**src/rtl/ps2_mouse_receiver.sv**
```systemverilog
// ps2_mouse_receiver: deserialises device-to-host PS/2 frames into bytes with parity/stop error flags
module ps2_mouse_receiver #(
  parameter int TIMEOUT_CYCLES = 5000,
  parameter int GLITCH_FILTER  = 4
) (
  input  logic       CLK,
  input  logic       RESET,
  input  logic       READ_ENABLE,
  input  logic       CLK_MOUSE_IN,
  input  logic       DATA_MOUSE_IN,
  output logic       BYTE_READY,
  output logic [7:0] BYTE_READ,
  output logic [1:0] BYTE_ERROR_CODE
);
  localparam logic [2:0] IDLE = 3'd0, DATA = 3'd1, PARITY = 3'd2, STOP = 3'd3, DONE = 3'd4;
  localparam int TW = $clog2(TIMEOUT_CYCLES);
  localparam int FW = $clog2(GLITCH_FILTER) + 1;
  logic [2:0] state;
  logic c_s1, c_s2, d_s1, d_s2, fclk, fclk_q;
  logic [FW-1:0] fcnt;
  logic [TW-1:0] tcnt;
  logic [7:0] shreg;
  logic [2:0] bitcnt;
  logic perr, fall, tout;
  assign fall = fclk_q & ~fclk;
  // a stalled frame is abandoned; takes priority over a coincident edge
  assign tout = (state == DATA || state == PARITY || state == STOP) && tcnt == TW'(TIMEOUT_CYCLES - 1);
  always_ff @(posedge CLK or negedge RESET) begin
    if (!RESET) begin
      state <= IDLE;
      {c_s1, c_s2, d_s1, d_s2, fclk, fclk_q} <= '1;
      fcnt <= '0;
      tcnt <= '0;
      shreg <= '0;
      bitcnt <= '0;
      perr <= 1'b0;
      BYTE_READY <= 1'b0;
      BYTE_READ <= '0;
      BYTE_ERROR_CODE <= '0;
    end else begin
      c_s1 <= CLK_MOUSE_IN;
      c_s2 <= c_s1;
      d_s1 <= DATA_MOUSE_IN;
      d_s2 <= d_s1;
      if (c_s2 == fclk) fcnt <= '0;
      else if (fcnt == FW'(GLITCH_FILTER - 1)) begin
        fclk <= c_s2;
        fcnt <= '0;
      end else fcnt <= fcnt + 1'b1;
      fclk_q <= fclk;
      if (state == IDLE || fclk != fclk_q) tcnt <= '0;
      else if (tcnt != TW'(TIMEOUT_CYCLES - 1)) tcnt <= tcnt + 1'b1;
      BYTE_READY <= 1'b0;
      if (tout) state <= IDLE;
      else begin
        case (state)
          IDLE: if (fall && READ_ENABLE && !d_s2) begin
            state <= DATA;
            bitcnt <= '0;
          end
          DATA: if (fall) begin
            shreg <= {d_s2, shreg[7:1]};
            bitcnt <= bitcnt + 1'b1;
            if (bitcnt == 3'd7) state <= PARITY;
          end
          PARITY: if (fall) begin
            perr <= ~(^shreg ^ d_s2);
            state <= STOP;
          end
          STOP: if (fall) begin
            BYTE_READY <= 1'b1;
            BYTE_READ <= shreg;
            BYTE_ERROR_CODE <= {~d_s2, perr};
            state <= DONE;
          end
          default: state <= IDLE;
        endcase
      end
    end
  end
endmodule

```
**config.mk**
```make
export PLATFORM = sky130hd
export DESIGN_NAME = ps2_mouse_receiver
export DESIGN_NICKNAME = d
export VERILOG_FILES = /design/src/rtl/ps2_mouse_receiver.sv
export SDC_FILE = /design/constraint.sdc
export NUM_CORES = 1
export LEC_CHECK = 0
export CAP_MARGIN = 20
export CORE_ASPECT_RATIO = 1.1
export CORE_MARGIN = 1.5
export CORE_UTILIZATION = 35
export DETAILED_ROUTE_END_ITERATION = 8
export GPL_ROUTABILITY_DRIVEN = 0
export SLEW_MARGIN = 20
export SYNTH_ARGS = -nofsm -noshare
export SYNTH_HDL_FRONTEND = slang
export SYNTH_SLANG_ARGS = --single-unit
```
**constraint.sdc**
```tcl
create_clock -name CLK -period 2.85 [get_ports CLK]
set_clock_uncertainty 0.15 [all_clocks]
set_input_delay 0.285 -clock CLK [delete_from_list [all_inputs] [get_ports CLK]]
set_output_delay 0.285 -clock CLK [all_outputs]
set_load 0.05 [all_outputs]
```
[Word level (Yosys, flattened, before mapping)]
Cells that the tools add are included.
Cells by class
  add/subtract/negate cells: 3
  equal/unequal tests: 16
  muxes and demuxes: 17
  bitwise logic cells: 7
  reductions and logical operators: 17
Operators by type and width (number)
  two-way mux 3 bit: 10
  two-way mux 13 bit: 2
  adder 13 x 1 -> 13 bit, second input constant: 1
  == test 13 bit, second input constant: 1
  != test 13 bit, second input constant: 1
  case mux 3 bit (4 select lines): 1
  == test 3 x 2 -> 1 bit, second input constant: 3
  != test 3 bit, second input constant: 3
  AND reduction 3 bit: 3
  XOR reduction 8 bit: 1
  adder 3 x 1 -> 3 bit, second input constant: 2
  != test 3 x 2 -> 1 bit, second input constant: 2
  case mux 3 bit (2 select lines): 1
  NOT 1 bit: 5
  AND reduction 5 bit: 1
  AND reduction 4 bit: 1
  nonzero test 2 bit: 2
  == test 3 x 1 -> 1 bit, second input constant: 1
  == test 3 bit, second input constant: 1
  logical AND 1 bit: 3
  logical NOT 3 bit: 1
  logical OR 1 bit: 3
  two-way mux 1 bit: 3
  != test 2 x 1 -> 1 bit, second input constant: 1
  other kinds (7): 7
Word-level totals
  bits in registers: 48
  input bits: 5

[Longest topological paths before layout]
  word-level depth: 7
  depth in mapped cells: 6
  depth with buffers taken out: 6

[Worst setup path before layout]
No wires, ideal clock.
  kind: flip-flop to flip-flop
  from: reg tcnt[3]
  to: reg shreg[0]
  library setup time: 128 ps
  arrival time: 1843 ps
  data required time: 2572 ps
  setup slack: 730 ps
  stages on the path, launching flop included: 6
  path buffers: 1
  period minus slack after synthesis: 2120 ps
  path through: dfrtp_1 or4_4 nor4_4 or3_1 buf_2 mux2_1
On the way
  cells in the longest elaborated chain, start to end: 4
Ends and longest elaborated chain
  start, declared: RTL line 21  | logic [TW-1:0] tcnt;
  start signal, assigned: RTL line 52  | else if (tcnt != TW'(TIMEOUT_CYCLES - 1)) tcnt <= tcnt + 1'b1;
  == test 13 bit: RTL line 27  | assign tout = (state == DATA || state == PARITY || state == STOP) && tcnt == TW'(TIMEOUT_CYCLES - 1);
  logical AND 1 bit: RTL line 27
  NOT 1 bit (no source line)
  AND reduction 3 bit (no source line)
  end signal, assigned: RTL line 62  | shreg <= {d_s2, shreg[7:1]};
  end, declared: RTL line 22  | logic [7:0] shreg;
No other way between the ends.
A chain may end at the register's enable or synchronous reset.

[Final worst setup path]
  from: reg tcnt[3]
  to: reg shreg[4]
The elaborated chain is that of the path after synthesis.

==> impl_results.md <==
* Leakage at 1.07 nW
* Initial drt markers at 110
* Maximum buffer depth of the clock tree at 2
* Critical Path RT at 2.87 ns
* Post-CTS Setup Repair Bufs at 0
* Top Metal Used: met4
* Vias/cell at 4.70
* Post-layout net count at 203
* Crit path max fanout at 6
* Reg clk slew, reported paths at 0.08 ns
* Sequential power share at 44.3%
* FILL cells at 585
* Placed cells at 265
* Drt pass-1 iters at 3
* # diodes at 0
* Critical path class: register to register
* Syn. warnings at 0
* Cell count after synthesis at 172
* Worst Tran Pin Value at 0.591 ns
* Metal1 wirelength at 1790 um
* Tcrit/Tclk final at 83.2%
* CTS resizes at 0
* TNS Setup at 0 ns
* PwrDens at 909 nW/um^2
* IO Pins at 16
* HP Class: register to register
* Met3 WL at 82 um
* CP arrival at 2.39 ns
* #FFs+latches synth at 48
* Mapped Area at 2200 um^2
* Initial antenna violation count at 0
* Residual DRC at 0
* Critical Path End Type: register
* Largest net degree at the start of global routing at 48
* Fin. Hold Viols at 0
* Switching pwr at 0.805 mW
* Register area share after synthesis at 54.8%
* Maximum vdd drop at 296 uV
* Asr flop ratio synth at 100%
* DP HPWL at 2410 um
* Commonest non-fill, non-tap cell in the layout: dfrtp_1
* GRT Resource Usage Total at 11.8%
* Chip height at 86.2 um
* Clock Power Share at 16.6%
* Mapped Avg Cell Area at 12.8 um^2
* Sw Share at 34.9%
* Crit start category: register
* Share of layout cells above drive strength 1 at 18.6%
* Status: finished, final reports clean
* Most frequent cells in the layout: 42 x dfrtp_1, 14 x nor2_1, 14 x clkdlybuf4s50_1
* Clock Root Buffer: clkbuf_8
* # rows at 30
* Top_reg_cell synth: dfrtp_1
* Initial Utilization at 36.0%
* Peak Freq at 422 MHz
* WL met2 at 1610 um
* Die X at 78.7 um
* Max transition margin at 60.6%
* Syn_nets at 182
* Number of enable flip-flop cells after synthesis at 0
* CTS tree: done
* Die Footprint at 6780 um^2
* CTS Buf Count at 5
* Final std cells w/o fill at 274
* Comb power frac at 39.1%
* Remaining Overflow, GRT at 0
* Max-cap violation count at 0
* Pint at 1.50 mW
* Max Slew Vio Count at 0
* Final ANT Viol Nets at 0
* RSZ-0062 raised after global routing: no
* CORE AREA at 6120 um^2
* Final setup fails at 0
* Clock period minus worst slack at 2.37 ns
* DR WL/cell at 12.9 um
* I/O Buffers at 15
* Area Overhead vs Synth at 14.9%
* WL final at 3530 um
* First-pass GRT wire length at 6180 um
* Clock Sink Count at 48
* Total number of vias at 1,287
* Vias in the first global route at 1,307
* Skew-Pair Late Insertion Delay at 0.29 ns
* H-tree Lvls at 2
* Post-synth cell types at 39
==> power by group through the flow <==
stage               combinational (mW)  clock (mW)  sequential [mW]
floorplan                        0.642           0             1.08
global placement                 0.898           0             1.03
detailed placement               0.917           0             1.03
CTS                              0.918       0.402             1.02
global route                     0.996       0.427             1.05
finish                           0.901       0.383             1.02
==> routing by layer <==
layer	GRT usage [%]	vias to the layer above
met5	0	-
met4	5.84	0
met3	2.42	4
met2	18.7	10
met1	15.5	632
li1	-	641
==> worst paths after layout <==
kind,start,end,slack [ns],cells after the start
worst max-delay path,tcnt[3],shreg[4],0.48,4
worst min-delay path,d_s1,d_s2,0.21,0
worst max register to register,tcnt[3],shreg[4],0.48,4
worst min register to register,d_s1,d_s2,0.21,0
max in group asynchronous,RESET,fclk,1.59,3
min in group asynchronous,RESET,BYTE_READ[1],0.40,2
==> registers in the layout (all words and copies together), names as in the netlist, 2 cells and up <==
signal	count
BYTE_READ	8
tcnt	13
bitcnt	3
fcnt	3
BYTE_ERROR_CODE	2
shreg	8
state	3
==> synth_stat cells, types with 4 or more instances <==
master | number | area, um^2
inv_1 | 5 | 18.8
mux2_4 | 12 | 180
o21ai_0 | 5 | 25.0
dfstp_2 | 6 | 158
ha_1 | 5 | 62.6
nand2_1 | 7 | 26.3
xnor2_1 | 11 | 96.3
xor2_1 | 4 | 35.0
dfrtp_1 | 42 | 1050
nand3_1 | 4 | 20.0
or3_1 | 4 | 25.0
mux2_1 | 8 | 90.1
nor3_1 | 6 | 30.0
nor2_1 | 14 | 52.6
a21oi_1 | 5 | 25.0
==> metrics by stage <==
step / hold slack, ns / worst slack (ns) / instance area [um^2] / utilization [%] / total power [mW]
5_1_grt: 0.218 / 0.351 / 2530 / 41.4 / 2.47
3_3_place_gp: 0.196 / 0.514 / 2440 / 39.9 / 1.93
6_report: 0.208 / 0.480 / 2530 / 41.4 / 2.30
4_1_cts: 0.0618 / 0.460 / 2520 / 41.2 / 2.34
3_5_place_dp: 0.197 / 0.467 / 2440 / 39.9 / 1.95
2_1_floorplan: -0.161 / 0.730 / 2200 / - / 1.72
==> final cells by class <==
cell class	instances	area [um^2]	share of cell area (%)
tap	80	100	3.95
inverter	5	18.8	0.741
multi-input combinational	113	937	37.0
timing repair buffer	20	188	7.41
clock buffer	7	76.3	3.01
clock inverter	1	5.00	0.198
sequential	48	1210	47.7
==> worst max-delay path: stages (launching register included) <==
cell     delay, ns
dfrtp_1       0.43
or4_4         0.56
nor4_4        0.46
or3_1         0.32
mux2_1        0.34
==> timing repair <==
| item | 4_1_cts | 5_1_grt |
|---|---|---|
| endpoints found under the setup margin | 0 | 0 |
| hold buffers | 0 | 1 |
| endpoints found under the hold margin | 0 | 42 |
==> logic make-up after synthesis <==
family | count (synthesis) | synth area share (%)
DFF | 48 | 54.8
buffers and inverters | 11 | 2.67
adders and majority gates | 5 | 2.84
xor gates and xnor gates | 16 | 6.98
AOI/OAI and AO/OA | 13 | 3.41
and+or+nand+nor | 56 | 15.6
muxes | 23 | 13.7
(Power assumes the default switching activity.)
